### config.mk
export PLATFORM = sky130hd
export DESIGN_NAME = bmp_pixel_streamer
export DESIGN_NICKNAME = d
export VERILOG_FILES = /design/src/rtl/sobel_pkg.sv /design/src/rtl/bmp_pos_counter.sv /design/src/rtl/bmp_pixel_streamer.sv
export SDC_FILE = /design/constraint.sdc
export NUM_CORES = 1
export LEC_CHECK = 0
export BUFFER_PORTS_ARGS = -buffer_cell sky130_fd_sc_hd__buf_4
export CAP_MARGIN = 15
export CORE_MARGIN = 3
export CORE_UTILIZATION = 31
export DETAILED_ROUTE_END_ITERATION = 10
export HOLD_SLACK_MARGIN = 0.08
export PLACE_DENSITY = 0.45
export SKIP_CTS_REPAIR_TIMING = 1
export SYNTH_ARGS = -nofsm -noshare
export SYNTH_HDL_FRONTEND = slang
export SYNTH_SLANG_ARGS = --single-unit
### constraint.sdc
create_clock -name clk -period 3.32 [get_ports clk]
set_input_delay 0.332 -clock clk [delete_from_list [all_inputs] [get_ports clk]]
set_output_delay 0.332 -clock clk [all_outputs]
set_load 0.01 [all_outputs]
### src/rtl/sobel_pkg.sv
// Shared image geometry, BMP row padding helper and streamer FSM states for the
// BMP -> grayscale -> Sobel pipeline.
package sobel_pkg;

    localparam int IMG_WIDTH_DEF  = 640;
    localparam int IMG_HEIGHT_DEF = 480;

    typedef enum logic [1:0] {
        IDLE = 2'd0,
        PIX  = 2'd1,
        PAD  = 2'd2,
        FIN  = 2'd3
    } bmp_state_t;

    // BMP rows are padded to a multiple of 4 bytes.
    function automatic int row_pad(input int width);
        return (4 - ((3 * width) % 4)) % 4;
    endfunction

    // Counter width for a limit; never below 1 bit so degenerate sizes still elaborate.
    function automatic int cnt_w(input int limit);
        return (limit > 1) ? $clog2(limit) : 1;
    endfunction

endpackage

### src/rtl/bmp_pos_counter.sv
// Column, row and row-pad position counters for the BMP pixel streamer.
module bmp_pos_counter
    import sobel_pkg::*;
#(
    parameter int IMG_WIDTH  = IMG_WIDTH_DEF,
    parameter int IMG_HEIGHT = IMG_HEIGHT_DEF
) (
    input  logic clk,
    input  logic rst,
    input  logic clear,
    input  logic pix_step,
    input  logic pad_step,
    output logic row_end,
    output logic frame_end,
    output logic pad_end
);

    localparam int ROW_PAD = row_pad(IMG_WIDTH);
    localparam int COL_W   = cnt_w(IMG_WIDTH);
    localparam int ROW_W   = cnt_w(IMG_HEIGHT);
    localparam int PAD_W   = cnt_w(ROW_PAD);

    logic [COL_W-1:0] col;
    logic [ROW_W-1:0] row;
    logic [PAD_W-1:0] pad;
    logic             row_adv;

    assign row_end   = (col == COL_W'(IMG_WIDTH - 1));
    assign frame_end = (row == ROW_W'(IMG_HEIGHT - 1));
    assign pad_end   = (ROW_PAD != 0) && (pad == PAD_W'(ROW_PAD - 1));

    // Without padding the row turns over on the last pixel, otherwise on the last pad byte.
    assign row_adv = (pix_step && row_end && (ROW_PAD == 0)) || (pad_step && pad_end);

    always_ff @(posedge clk or posedge rst) begin
        if (rst) begin
            col <= '0;
            row <= '0;
            pad <= '0;
        end else if (clear) begin
            col <= '0;
            row <= '0;
            pad <= '0;
        end else begin
            if (pix_step) col <= row_end ? '0 : col + 1'b1;
            if (pad_step) pad <= pad_end ? '0 : pad + 1'b1;
            if (row_adv)  row <= frame_end ? '0 : row + 1'b1;
        end
    end

endmodule

### src/rtl/bmp_pixel_streamer.sv
// Assembles B,G,R bytes of a BMP pixel array into RGB pixels, skipping row padding,
// and strobes done_o per pixel and frame_done_o at the end of the frame.
module bmp_pixel_streamer
    import sobel_pkg::*;
#(
    parameter int IMG_WIDTH  = IMG_WIDTH_DEF,
    parameter int IMG_HEIGHT = IMG_HEIGHT_DEF
) (
    input  logic       clk,
    input  logic       rst,
    input  logic       start_i,
    input  logic [7:0] byte_i,
    input  logic       byte_valid_i,
    output logic       byte_ready_o,
    output logic [7:0] red_o,
    output logic [7:0] green_o,
    output logic [7:0] blue_o,
    output logic       done_o,
    output logic       frame_done_o,
    output logic       busy_o
);

    localparam int ROW_PAD = row_pad(IMG_WIDTH);

    bmp_state_t state, state_nx;
    logic [1:0] phase;
    logic [7:0] b_acc, g_acc;
    logic       accept, pix_done, pad_acc, clear;
    logic       row_end, frame_end, pad_end;

    assign byte_ready_o = (state == PIX) || (state == PAD);
    assign busy_o       = (state != IDLE);
    assign frame_done_o = (state == FIN);

    assign accept   = byte_valid_i && byte_ready_o;
    assign pix_done = accept && (state == PIX) && (phase == 2'd2);
    assign pad_acc  = accept && (state == PAD);
    assign clear    = (state == IDLE) && start_i;

    bmp_pos_counter #(
        .IMG_WIDTH (IMG_WIDTH),
        .IMG_HEIGHT(IMG_HEIGHT)
    ) u_pos (
        .clk      (clk),
        .rst      (rst),
        .clear    (clear),
        .pix_step (pix_done),
        .pad_step (pad_acc),
        .row_end  (row_end),
        .frame_end(frame_end),
        .pad_end  (pad_end)
    );

    always_ff @(posedge clk or posedge rst) begin
        if (rst) state <= IDLE;
        else     state <= state_nx;
    end

    always_comb begin
        state_nx = state;
        case (state)
            IDLE: if (start_i) state_nx = PIX;
            PIX: begin
                if (pix_done && row_end) begin
                    if (ROW_PAD != 0)   state_nx = PAD;
                    else if (frame_end) state_nx = FIN;
                end
            end
            PAD: if (pad_acc && pad_end) state_nx = frame_end ? FIN : PIX;
            FIN: state_nx = IDLE;
            default: state_nx = IDLE;
        endcase
    end

    // Partial bytes live in b_acc/g_acc so the outputs only change on a complete pixel.
    always_ff @(posedge clk or posedge rst) begin
        if (rst) begin
            phase   <= '0;
            b_acc   <= '0;
            g_acc   <= '0;
            red_o   <= '0;
            green_o <= '0;
            blue_o  <= '0;
            done_o  <= 1'b0;
        end else begin
            done_o <= pix_done;
            if (clear) begin
                phase <= '0;
            end else if (accept && (state == PIX)) begin
                case (phase)
                    2'd0: begin
                        b_acc <= byte_i;
                        phase <= 2'd1;
                    end
                    2'd1: begin
                        g_acc <= byte_i;
                        phase <= 2'd2;
                    end
                    2'd2: begin
                        red_o   <= byte_i;
                        green_o <= g_acc;
                        blue_o  <= b_acc;
                        phase   <= 2'd0;
                    end
                    default: phase <= 2'd0;
                endcase
            end
        end
    end

endmodule

; Yosys cells after proc, flatten, opt, wreduce, memory -nomap -nowiden
; Cells that the tools add are included.
[op_classes]
addsub = 2
n_mul = 0
div_mod_pow = 0
magnitude_cmp = 0
eq_ne = 10
shifts = 0
muxes = 13
bitwise = 2
n_reduce_logical = 16
[ops]
columns = cell, n
row1 = 10-bit two-way mux, 3
row2 = 9-bit two-way mux, 3
row3 = "10-bit by 1-bit adder with 10-bit output, second input constant", 1
row4 = "10-bit == test, second input constant", 1
row5 = 2-bit two-way mux, 5
row6 = "9-bit by 1-bit adder with 9-bit output, second input constant", 1
row7 = "9-bit == test, second input constant", 1
row8 = 3-bit AND reduction, 3
row9 = 2-bit nonzero test, 4
row10 = "2-bit == test, second input constant", 3
row11 = 2-bit one-hot mux with 3 select lines, 1
row12 = 1-bit logical AND, 5
row13 = "2-bit by 1-bit == test with 1-bit output, second input constant", 2
row14 = 2-bit logical NOT, 2
row15 = "2-bit by 1-bit inequality test with 1-bit output, second input constant", 2
row16 = 2-bit one-hot mux with 2 select lines, 1
row17 = 4-bit AND reduction, 1
row18 = "2-bit inequality test, second input constant", 1
row19 = 1-bit inverter, 2
row20 = 1-bit logical OR, 1
[word_totals]
register_bits = 64
latchBits = 0
mem_bits_rw = 0
romBits = 0
inputBits = 12
out_inout_bits = 28
elab_cells = 53
memories = 0

; Longest topological paths before layout
[logic_depth]
word_depth = 8
depth_mapped = 8
mapped_depth_nobuf = 7

; Modules after synthesis
; A second synthesis with hierarchy kept.
[hier_totals]
hier_cells = 234
hier_area_um2 = 3037.9
[by_module_without_submodules]
columns = mod, n_inst, cells_each, area_per_inst_um2, seq_area_each_um2
row1 = bmp_pixel_streamer, 1, 125, 1950.6, 1126.1
row2 = bmp_pos_counter, 1, 109, 1087.3, 475.5

; Worst setup path after synthesis
; Ideal clock, no wire load.
[synth_timing]
path_kind = reg2reg
from = reg state[1]
to = reg u_pos.row[5]
setup_ns = 0.078
t_arrival_ns = 2.213
required_time_ns = 3.242
setup_slack_ns = 1.029
stages_incl_launch_ff = 8
synth_period_minus_slack_ns = 2.291
cell_sequence = dfrtp_1 > inv_1 > ha_1 > nand4b_4 > or4_1 > buf_2 > or4_1 > a21oi_1
[synth_between]
elab_chain_cells = 7
[synth_lines]
columns = item, line
row1 = "start, declared", bmp_pixel_streamer.sv:25  ; bmp_state_t state, state_nx;
row2 = "start signal, assigned", bmp_pixel_streamer.sv:56  ; else state <= state_nx;
row3 = 2-bit by 1-bit == test with 1-bit output / 2-bit == test (equally long branches), "bmp_pixel_streamer.sv:31, bmp_pixel_streamer.sv:36"
row4 = 1-bit logical OR, bmp_pixel_streamer.sv:31  ; assign byte_ready_o = (state == PIX) || (state == PAD);
row5 = 1-bit logical AND, bmp_pixel_streamer.sv:35  ; assign accept = byte_valid_i && byte_ready_o;
row6 = 1-bit logical AND (2 in a row), bmp_pixel_streamer.sv:36  ; assign pix_done = accept && (state == PIX) && (phase == 2'd2);
row7 = 1-bit logical AND, bmp_pos_counter.sv:33  ; assign row_adv = (pix_step && row_end && (ROW_PAD == 0)) || (pad_step && pad_end);
row8 = 2-bit nonzero test (no line), n/a
row9 = "end signal, assigned", bmp_pos_counter.sv:47  ; if (row_adv) row <= frame_end ? '0 : row + 1'b1;
row10 = "end, declared", bmp_pos_counter.sv:24  ; logic [ROW_W-1:0] row;
; Several ways; a longest one is shown, not always the timed one.
; A chain may end at the register's enable or synchronous reset.

; Worst setup path after layout
; Same ends and word-level chain as after synthesis.

==> qor.yml <==
vias: 2038
clock_path_buffers: 2
internal_power_mw: 2.057
num_rows: 34
gp_congestion: 0.7351
final_cell_mix: "64 x dfrtp_1, 45 x buf_4, 41 x mux2_2"
syn_to_final_growth_pct: 24.07
synth_edf_count: 0
cp_slowest_cell: "or4_1"
drc_errors: 0
grt_max_degree: 65
power_frac_seq: 0.413
slowest_delay_ns: 0.82
cts_tree: "built"
drt-initial-drc-count: 38
wl_per_cell_um: 14.86
cp.arrival_ns: 2.97
synth_area_leaders: "dfrtp_1 55%, mux2_2 16%, ha_1 3.5%, nand2_1 2.3%, a21oi_1 1.9%"
fin_cells: 405
dpl.cell_count: 389
numCtsBuffers: 9
die_area_mm2: 0.01055
initial_core_util: 0.3262
die_width_um: 102.7
relSlewSlack: 0.4443
yosysWarnings: 0
syn-cell-area_mm2: 0.002900
leakagePower_nw: 1.686
grt_pass1_wl_um: 10380
antenna_found_initial: 0
peakVddDrop_v: 0.0004148
grt_usage: 0.1285
min_period_ns: 2.699
dpl_worst_slack_ns: 0.6148
hold_viol: 0
hp-class: "in -> async"
yosysSeqAreaShare: 0.5522
syn-num-nets: 263
synthFlopType: "dfrtp_1"
slew_violations: 0
antennaDiodeCount: 0
fin_setup_tns_ns: 0
finalSetupViolCount: 0
avgViaCountPerCell: 5.032
async_reset_ff_frac: 1.000
ys_ff_latch: 64
core_area_mm2: 0.008891
cp-end-kind: "flip-flop"
drive_gt1_frac: 0.3569
h-tree-depth: 3
worst-setup-path-type: "reg -> reg"
finalClockSkew_ns: 0.01256
fin_util: 0.4047
crit_path_start_kind: "flip-flop"
critPathMaxFanout: 18
hpwl_um: 3895
p_switching_uw: 854.3
routed_wl_um: 6018
setup_ws_ns: 0.6213
max_clock_freq_ghz: 0.3706
rsz0062_at_grt: "false"
overflow: 0
mostFrequentLayoutCell: "dfrtp_1"
netSwitchingFraction: 0.2934
final_nets: 312
worstPathRequired_ns: 3.59
combPwrFrac: 0.296
portBuffers: 39
status: "completed"
cap_violations: 0
cts.clk_slew.worst_paths_ns: 0.08
clk_latency_ns: 0.35
cts_root_buf: "clkbuf_8"
first_pass_iters: 4
die_y_um: 102.7
ys_types: 38
postRouteAntennaNets: 0
power_density_mw_per_mm2: 809.0
grt_pass1_vias: 2042
path_common_cell: "or4_1"
synth_top_cell_by_area: "dfrtp_1"
syn_avg_cell_area_um2: 11.94
tightest_slew_ns: 0.8336
power_frac_clock: 0.291
whs_ns: 0.2354
cts.sinks: 64
min_period_over_period: 0.8128
synth_cells: 243
path_cells: "inv_1 > ha_1 > nand4b_4 > or4_1 > or4_1 > a21oi_1"
ios: 40
yosysTopAreaCellShare: 0.5522
## kinds of logic after synthesis
group | Yosys count | share of synthesized area
xor gates and xnor gates | 4 | 0.01208
and+or+nand+nor | 75 | 0.1488
AOI/OAI and AO/OA | 31 | 0.06385
muxes | 42 | 0.1626
adders and majority gates | 8 | 0.03451
DFF | 64 | 0.5522
buffers and inverters | 19 | 0.02588
## state kept, by name, summed over array words and instances, names as in the netlist
name and cells:
b_acc 8, blue_o 8, done_o 1, g_acc 8, green_o 8, phase 2
red_o 8, state 2, u_pos.col 10, u_pos.row 9
## cell type report
class | count | area [um^2]
Inverter | 12 | 45.04
Tap cell | 108 | 135.1
Multi-Input combinational cell | 160 | 1226
Clock inverter | 6 | 115.1
Sequential cell | 64 | 1602
Timing Repair Buffer | 45 | 337.8
Fill cell | 867 | 5293
Clock buffer | 10 | 137.6
## final timing paths
kind | from | to | slack (ns) | depth (start not counted)
max | state[1]$_DFFE_PP0P_ | u_pos.row[5]$_DFFE_PP0P_ | 0.62 | 6
min | rst | u_pos.row[7]$_DFFE_PP0P_ | 0.24 | 3
max reg2reg | state[1]$_DFFE_PP0P_ | u_pos.row[5]$_DFFE_PP0P_ | 0.62 | 6
min reg2reg | g_acc[2]$_DFFE_PP0P_ | g_acc[2]$_DFFE_PP0P_ | 0.50 | 1
max in group asynchronous | rst | phase[0]$_DFFE_PP0P_ | 2.54 | 3
min in group clk | byte_i[7] | g_acc[7]$_DFFE_PP0P_ | 0.24 | 2
## metrics by stage
step           total power [mW]  cell area (um^2)
2_1_floorplan             1.729              2900
3_3_place_gp              2.088              3346
3_5_place_dp              2.104              3346
4_1_cts                   2.967              3598
5_1_grt                   3.126              3598
6_report                  2.911              3598
## Yosys cell counts (3+ instances only)
master / count
ha_1: 8
nand3_1: 9
and3_1: 4
o31ai_1: 3
mux2_2: 41
and4_1: 3
nand2_1: 18
buf_2: 3
and2_1: 3
nor2_1: 11
a21oi_1: 11
nor3_1: 3
o21ai_0: 9
or3_1: 3
or4_1: 7
inv_1: 12
nand4_1: 4
dfrtp_1: 64
clkbuf_1: 4
nor4_1: 3
## worst max-delay path, delay by kind of cell, from the launching register on
| family | cells | cell delay [ns] |
|---|---|---|
| flip-flops | 1 | 0.45 |
| AO/OA/AOI/OAI | 1 | 0.15 |
| buffers and inverters | 1 | 0.12 |
| AND/OR/NAND/NOR | 3 | 1.59 |
| adder cells (fa/ha/maj) | 1 | 0.31 |
## power by group through the flow
| stage | Combinational [mW] | Clock [mW] | Sequential, mW |
|---|---|---|---|
| finish | 0.861 | 0.847 | 1.20 |
| floorplan | 0.490 | 0 | 1.24 |
| CTS | 0.884 | 0.873 | 1.21 |
| global placement | 0.872 | 0 | 1.22 |
| detailed placement | 0.882 | 0 | 1.22 |
| global route | 0.969 | 0.906 | 1.25 |
## metal layers
metal	vias up	GRT usage	wire [um]
met5	-	0	0
met4	0	0.05449	118
met3	11	0.03518	300
met2	40	0.1936	2736
met1	1009	0.1741	2863
li1	978	-	-
Power figures use the tool's default switching activity.
